===== src/rtl/neuron_pkg.sv =====
// Shared constants and arithmetic helpers for the fixed-point neuron datapath.
package neuron_pkg;

    localparam int unsigned DEF_DATA_W = 16;
    localparam int unsigned DEF_FRAC_W = 8;
    localparam int unsigned DEF_ACC_W  = 40;

    // Wide working width so one helper serves any legal parameter set.
    localparam int unsigned RS_W = 128;
    localparam int unsigned RV_W = 64;

    typedef struct packed {
        logic                   sat;
        logic signed [RV_W-1:0] val;
    } round_sat_t;

    function automatic int unsigned clog2(input int unsigned v);
        int unsigned r;
        r = 0;
        while ((64'd1 << r) < 64'(v)) r++;
        return r;
    endfunction

    // Round half up at frac_w, then clamp to a data_w-bit signed range.
    function automatic round_sat_t round_sat(input logic signed [RS_W-1:0] t,
                                             input int unsigned frac_w,
                                             input int unsigned data_w);
        logic signed [RS_W-1:0] rnd;
        logic signed [RS_W-1:0] r;
        logic signed [RS_W-1:0] hi;
        logic signed [RS_W-1:0] lo;
        round_sat_t             o;
        rnd   = 128'sd1 <<< (frac_w - 1);
        r     = (t + rnd) >>> frac_w;
        hi    = (128'sd1 <<< (data_w - 1)) - 128'sd1;
        lo    = -(128'sd1 <<< (data_w - 1));
        o.sat = 1'b0;
        o.val = r[RV_W-1:0];
        if (r > hi) begin
            o.val = hi[RV_W-1:0];
            o.sat = 1'b1;
        end else if (r < lo) begin
            o.val = lo[RV_W-1:0];
            o.sat = 1'b1;
        end
        return o;
    endfunction

endpackage


===== src/rtl/lane_adder_tree.sv =====
// Registered binary adder tree over LANES W-bit inputs; one-cycle latency.
module lane_adder_tree #(
    parameter int unsigned LANES = 4,
    parameter int unsigned W     = 40
) (
    input  logic               clk,
    input  logic               rst,
    input  logic [LANES*W-1:0] i_lanes,
    output logic [W-1:0]       o_sum
);

    // Heap layout: leaves at LANES..2*LANES-1, node k sums 2k and 2k+1, root at 1.
    logic [W-1:0] w_node [1:2*LANES-1];

    always_comb begin
        for (int unsigned i = 0; i < LANES; i++) begin
            w_node[LANES+i] = i_lanes[i*W +: W];
        end
        for (int unsigned k = LANES - 1; k >= 1; k--) begin
            w_node[k] = w_node[2*k] + w_node[2*k+1];
        end
    end

    always_ff @(posedge clk) begin
        if (rst) o_sum <= '0;
        else     o_sum <= w_node[1];
    end

endmodule


===== src/rtl/neuron_mac.sv =====
// Multi-lane fixed-point MAC neuron with bias, rounding and saturation.
// Optional macro NEURON_MAC_RELU_EN forces negative results to zero.
module neuron_mac
    import neuron_pkg::*;
#(
    parameter int unsigned DATA_W    = DEF_DATA_W,
    parameter int unsigned FRAC_W    = DEF_FRAC_W,
    parameter int unsigned LANES     = 4,
    parameter int unsigned ACC_W     = DEF_ACC_W,
    parameter int unsigned MAX_BEATS = 1024
) (
    input  logic                      clk,
    input  logic                      rst,
    input  logic [LANES*DATA_W-1:0]   x,
    input  logic [LANES*DATA_W-1:0]   weight,
    input  logic                      x_valid,
    input  logic                      w_valid,
    input  logic                      x_last,
    input  logic [DATA_W-1:0]         bias,
    output logic [DATA_W-1:0]         result,
    output logic                      result_valid,
    output logic                      result_sat,
    output logic [clog2(MAX_BEATS):0] result_beats,
    output logic                      pair_err
);

    localparam int unsigned PW    = 2 * DATA_W;
    localparam int unsigned CNT_W = clog2(MAX_BEATS) + 1;

    logic                    w_accept;
    logic                    r_in_first;
    logic [LANES*PW-1:0]     r_prod;
    logic                    r_s1_valid, r_s1_last, r_s1_first;
    logic [DATA_W-1:0]       r_s1_bias;
    logic                    r_s2_valid, r_s2_last, r_s2_first;
    logic [DATA_W-1:0]       r_s2_bias;
    logic [LANES*ACC_W-1:0]  w_tree_in;
    logic [ACC_W-1:0]        w_tree_sum;
    logic [ACC_W-1:0]        r_acc, w_acc_next;
    logic [CNT_W-1:0]        r_cnt, w_cnt_next;
    logic signed [RS_W-1:0]  w_t;
    round_sat_t              w_rs;
    logic [DATA_W-1:0]       w_res;
    logic [RV_W-DATA_W-1:0]  w_unused_hi;
    logic [DATA_W-1:0]       r_result;
    logic                    r_result_valid, r_result_sat, r_pair_err;
    logic [CNT_W-1:0]        r_result_beats;

    assign w_accept = x_valid && w_valid;

    always_ff @(posedge clk) begin
        if (rst) begin
            r_in_first <= 1'b1;
            r_prod     <= '0;
            r_s1_valid <= 1'b0;
            r_s1_last  <= 1'b0;
            r_s1_first <= 1'b0;
            r_s1_bias  <= '0;
            r_pair_err <= 1'b0;
        end else begin
            r_s1_valid <= w_accept;
            r_pair_err <= r_pair_err | (x_valid ^ w_valid);
            if (w_accept) begin
                for (int unsigned i = 0; i < LANES; i++) begin
                    r_prod[i*PW +: PW] <= PW'($signed(x[i*DATA_W +: DATA_W]))
                                        * PW'($signed(weight[i*DATA_W +: DATA_W]));
                end
                r_s1_last  <= x_last;
                r_s1_first <= r_in_first;
                r_s1_bias  <= bias;
                r_in_first <= x_last;
            end
        end
    end

    always_comb begin
        w_tree_in = '0;
        for (int unsigned i = 0; i < LANES; i++) begin
            w_tree_in[i*ACC_W +: ACC_W] = ACC_W'($signed(r_prod[i*PW +: PW]));
        end
    end

    lane_adder_tree #(.LANES(LANES), .W(ACC_W)) u_tree (
        .clk     (clk),
        .rst     (rst),
        .i_lanes (w_tree_in),
        .o_sum   (w_tree_sum)
    );

    always_ff @(posedge clk) begin
        if (rst) begin
            r_s2_valid <= 1'b0;
            r_s2_last  <= 1'b0;
            r_s2_first <= 1'b0;
            r_s2_bias  <= '0;
        end else begin
            r_s2_valid <= r_s1_valid;
            r_s2_last  <= r_s1_last;
            r_s2_first <= r_s1_first;
            r_s2_bias  <= r_s1_bias;
        end
    end

    always_comb begin
        w_acc_next  = (r_s2_first ? '0 : r_acc) + w_tree_sum;
        w_cnt_next  = r_s2_first ? CNT_W'(1)
                    : (r_cnt >= CNT_W'(MAX_BEATS)) ? CNT_W'(MAX_BEATS) : r_cnt + CNT_W'(1);
        w_t         = RS_W'($signed(w_acc_next)) + (RS_W'($signed(r_s2_bias)) <<< FRAC_W);
        w_rs        = round_sat(w_t, FRAC_W, DATA_W);
        w_res       = w_rs.val[DATA_W-1:0];
        w_unused_hi = w_rs.val[RV_W-1:DATA_W];
`ifdef NEURON_MAC_RELU_EN
        if (w_res[DATA_W-1]) w_res = '0;
`endif
    end

    always_ff @(posedge clk) begin
        if (rst) begin
            r_acc          <= '0;
            r_cnt          <= '0;
            r_result       <= '0;
            r_result_valid <= 1'b0;
            r_result_sat   <= 1'b0;
            r_result_beats <= '0;
        end else begin
            r_result_valid <= 1'b0;
            if (r_s2_valid) begin
                r_acc <= w_acc_next;
                r_cnt <= w_cnt_next;
                if (r_s2_last) begin
                    r_result       <= w_res;
                    r_result_sat   <= w_rs.sat;
                    r_result_beats <= w_cnt_next;
                    r_result_valid <= 1'b1;
                end
            end
        end
    end

    assign result       = r_result;
    assign result_valid = r_result_valid;
    assign result_sat   = r_result_sat;
    assign result_beats = r_result_beats;
    assign pair_err     = r_pair_err;

endmodule

===== config.mk =====
export PLATFORM = sky130hd
export DESIGN_NAME = neuron_mac
export DESIGN_NICKNAME = d
export VERILOG_FILES = /design/src/rtl/neuron_pkg.sv /design/src/rtl/lane_adder_tree.sv /design/src/rtl/neuron_mac.sv
export SDC_FILE = /design/constraint.sdc
export NUM_CORES = 2
export LEC_CHECK = 0
export ABC_AREA = 1
export BUFFER_PORTS_ARGS = -buffer_cell sky130_fd_sc_hd__buf_2
export CAP_MARGIN = 20
export CORE_ASPECT_RATIO = 0.6
export CORE_MARGIN = 2
export CORE_UTILIZATION = 28
export DETAILED_ROUTE_END_ITERATION = 8
export GPL_TIMING_DRIVEN = 0
export PLACE_DENSITY_LB_ADDON = 0.3
export SETUP_SLACK_MARGIN = 0.5
export SYNTH_ARGS = -nofsm -noshare
export SYNTH_HDL_FRONTEND = slang
export SYNTH_SLANG_ARGS = --single-unit

===== constraint.sdc =====
create_clock -name clk -period 14.7 [get_ports clk]
set_input_delay 1.47 -clock clk [delete_from_list [all_inputs] [get_ports clk]]
set_output_delay 1.47 -clock clk [all_outputs]
set_load 0.1 [all_outputs]

==> metrics <==
io pins 179; area of the multi-input gates ~45,000 um^2; syn nets ~9,500; register area share after synthesis 0.0972; mux share of post-synthesis cell area 0; FF+latch area just under 6000 um^2; H-Tree Depth 2; max-slew violation count 0; Netlist cell types 52; total grt overflow 0; endpoint class of the critical path flop; top cell type's share of synthesized area 0.355; CTS Sinks 288; critical path fanouts, max 10; Syn Inst Count approximately 7,800; hold crit path type flop to flop; final hold vios 0; Avg Cell Area, Syn 7.58 um^2; drt total wl 198 mm; hold_buf cts 0; final net count just under 10,000; measured slew at the worst slew-check pin 1.18 ns; GR Util All Layers 0.185; Worst Reg-to-Reg Cells 28; #FFs+latches synth 288; DR iter-0 viols roughly 4,000; routed wl met2 77.9 mm; final period utilization 0.542; Die W 598 um; RSZ-0062 raised after global routing no; Max stage delay on crit path 0.67 ns; final-report setup violation count 0; post-synthesis xor/xnor area fraction 0.0312; Most common cell on crit path inv_1; Worst R2R Setup Slack approximately 7.4 ns; Core Footprint 210,000 um^2; compound-cell area share of the yosys netlist 0.0953; CP max-delay cell fa_1; post-CTS sizing 0; vias per cell 4.62; critical path class input pin to flop; status complete, no violations; CTS tree yes; drt pass-1 iters 8; Setup Buffers After CTS 0; Root Driver clkbuf_16; Initial Utilization 0.283; Largest delay share family, worst path adder cells; WL met1 approximately 100 mm; asr flop ratio synth 0; largest area contributor in the netlist fa_1; most frequent cell after synthesis inv_1; Slew Limit Headroom 0.213; Max Freq 126 MHz; WHS Path Cells 2; Period minus WS final roughly 8.0 ns; first-pass GRT wire length 308 mm; largest net degree at the start of global routing 19; Final HPWL DP 172 mm; Via Count 49,800; Post-Synth Simple-Gate Area 0.167; Levels on crit path 28; wire per inst ~18 um; Netlist Area Pre-Place 59,300 um^2; WP data required roughly 15 ns; post-route setup TNS 0 ns; CTS max path bufs 3; wire length on met3 between 10 and 15 mm; number of CTS-inserted buffers 36; EDFF count, synth 0; DRC viols 0; antenna violations before repair 13; clock slew at reported path FFs 0.06 ns; prevailing post-synth register cell dfxtp_1; largest family of logic cells by synthesized area adder cells; Adder-Cell Fraction of Synth Area 0.461; number of global-route vias before repair about 50,000; total of max-cap violations 0; Highest Signal Layer met5; routability cong. 0.968; startpoint types input pin; input/output buffers 114; die area 216,000 um^2; most frequent cells after synthesis inv_1, nand2_1, fa_1; area grow syn2layout 8.76%; Final ANT Viol Nets 0; Worst EP arrival 8.49 ns; die height roughly 360 um; clk_skew 0.0442 ns; clk_lat worst skew 0.58 ns; Fillers 22,800; Synth area leaders fa_1, inv_1, ha_1, nand2_1, dfxtp_1; Synth Warn # 0; layout cell share with drive strength beyond 1 0.0401; WP buf/inv 10; FP Rows 130
-- tightest hold or removal path: cells and delay by family, from the launching register on --
kind                   cells  cell delay (ns)
buffers and inverters      1             0.04
flip-flops                 1             0.29
AND/OR/NAND/NOR            1             0.03
-- layout by cell type (no fill, tap or decap), drive strengths merged, types with 23 or more instances in the layout --
cell type	count
a31oi	23
nand2	1640
o221ai	27
o21bai	25
o211ai	32
or2	68
fa	1053
nand4	27
buf	122
clkbuf	312
ha	500
xnor2	73
a21boi	27
nor3	41
inv	2056
o21ai	322
xor2	138
nor2	506
a21oi	441
dfxtp	288
o21a	24
nand3	147
-- registers in the layout, indices dropped and copies added (netlist names) --
register	flops
r_s2_last	1
r_s2_bias	16
pair_err	1
r_s2_first	1
r_s1_last	1
r_prod	128
r_in_first	1
u_tree.o_sum	40
result	16
r_cnt	11
r_acc	40
r_s1_valid	1
result_beats	11
result_sat	1
result_valid	1
r_s1_first	1
r_s1_bias	16
r_s2_valid	1
-- final cells by class --
type / count / share of cell area
Multi-Input combinational cell: 5207 / 0.694
Inverter: 2058 / 0.120
Sequential cell: 288 / 0.0894
Tap cell: 2772 / 0.0538
Buffer: 274 / 0.0163
Clock buffer: 45 / 0.0148
Timing Repair Buffer: 115 / 0.00908
Clock inverter: 15 / 0.00279
Antenna cell: 2 / 0.0000776
-- through the flow --
stage,std cells,setup slack [ns],util,hold WS [ns],area (um^2)
finish,10800,6.73,0.307,0.402,64500
global route,10800,6.29,0.307,0.410,64500
CTS,10800,6.86,0.307,0.403,64500
detailed placement,10700,6.25,0.302,0.395,63300
global placement,10700,6.31,0.302,0.394,63300
floorplan,7827,7.84,-,0.388,59300
-- path summary, 6_finish.rpt --
path / start / to
worst max register to register: r_s2_first$_SDFF_PP0_ / result[8]$_SDFFE_PP0P_
worst min-delay path: r_s1_valid$_SDFF_PP0_ / r_s2_valid$_SDFF_PP0_
worst min register to register: r_s1_valid$_SDFF_PP0_ / r_s2_valid$_SDFF_PP0_
worst max-delay path: weight[22] / r_prod[57]$_SDFFE_PP0P_
-- routing by layer --
metal,vias up,track usage
met3,126,0.0322
met2,1526,0.260
li1,23600,-
met1,24500,0.297
met5,-,0
met4,4,0.0191
-- cells by family (layout without fill, tap and decap cells) --
kind of cell             Yosys count  count (layout)
flip-flops                       288             288
AO/OA/AOI/OAI                    990             990
XOR/XNOR                         211             211
other                              0               2
adder cells (fa/ha/maj)         1553            1553
AND/OR/NAND/NOR                 2453            2453
buffers and inverters           2332            2507
Power is not shown: default switching activity piles up to over one toggle a cycle in this logic, so the estimate is an artifact.
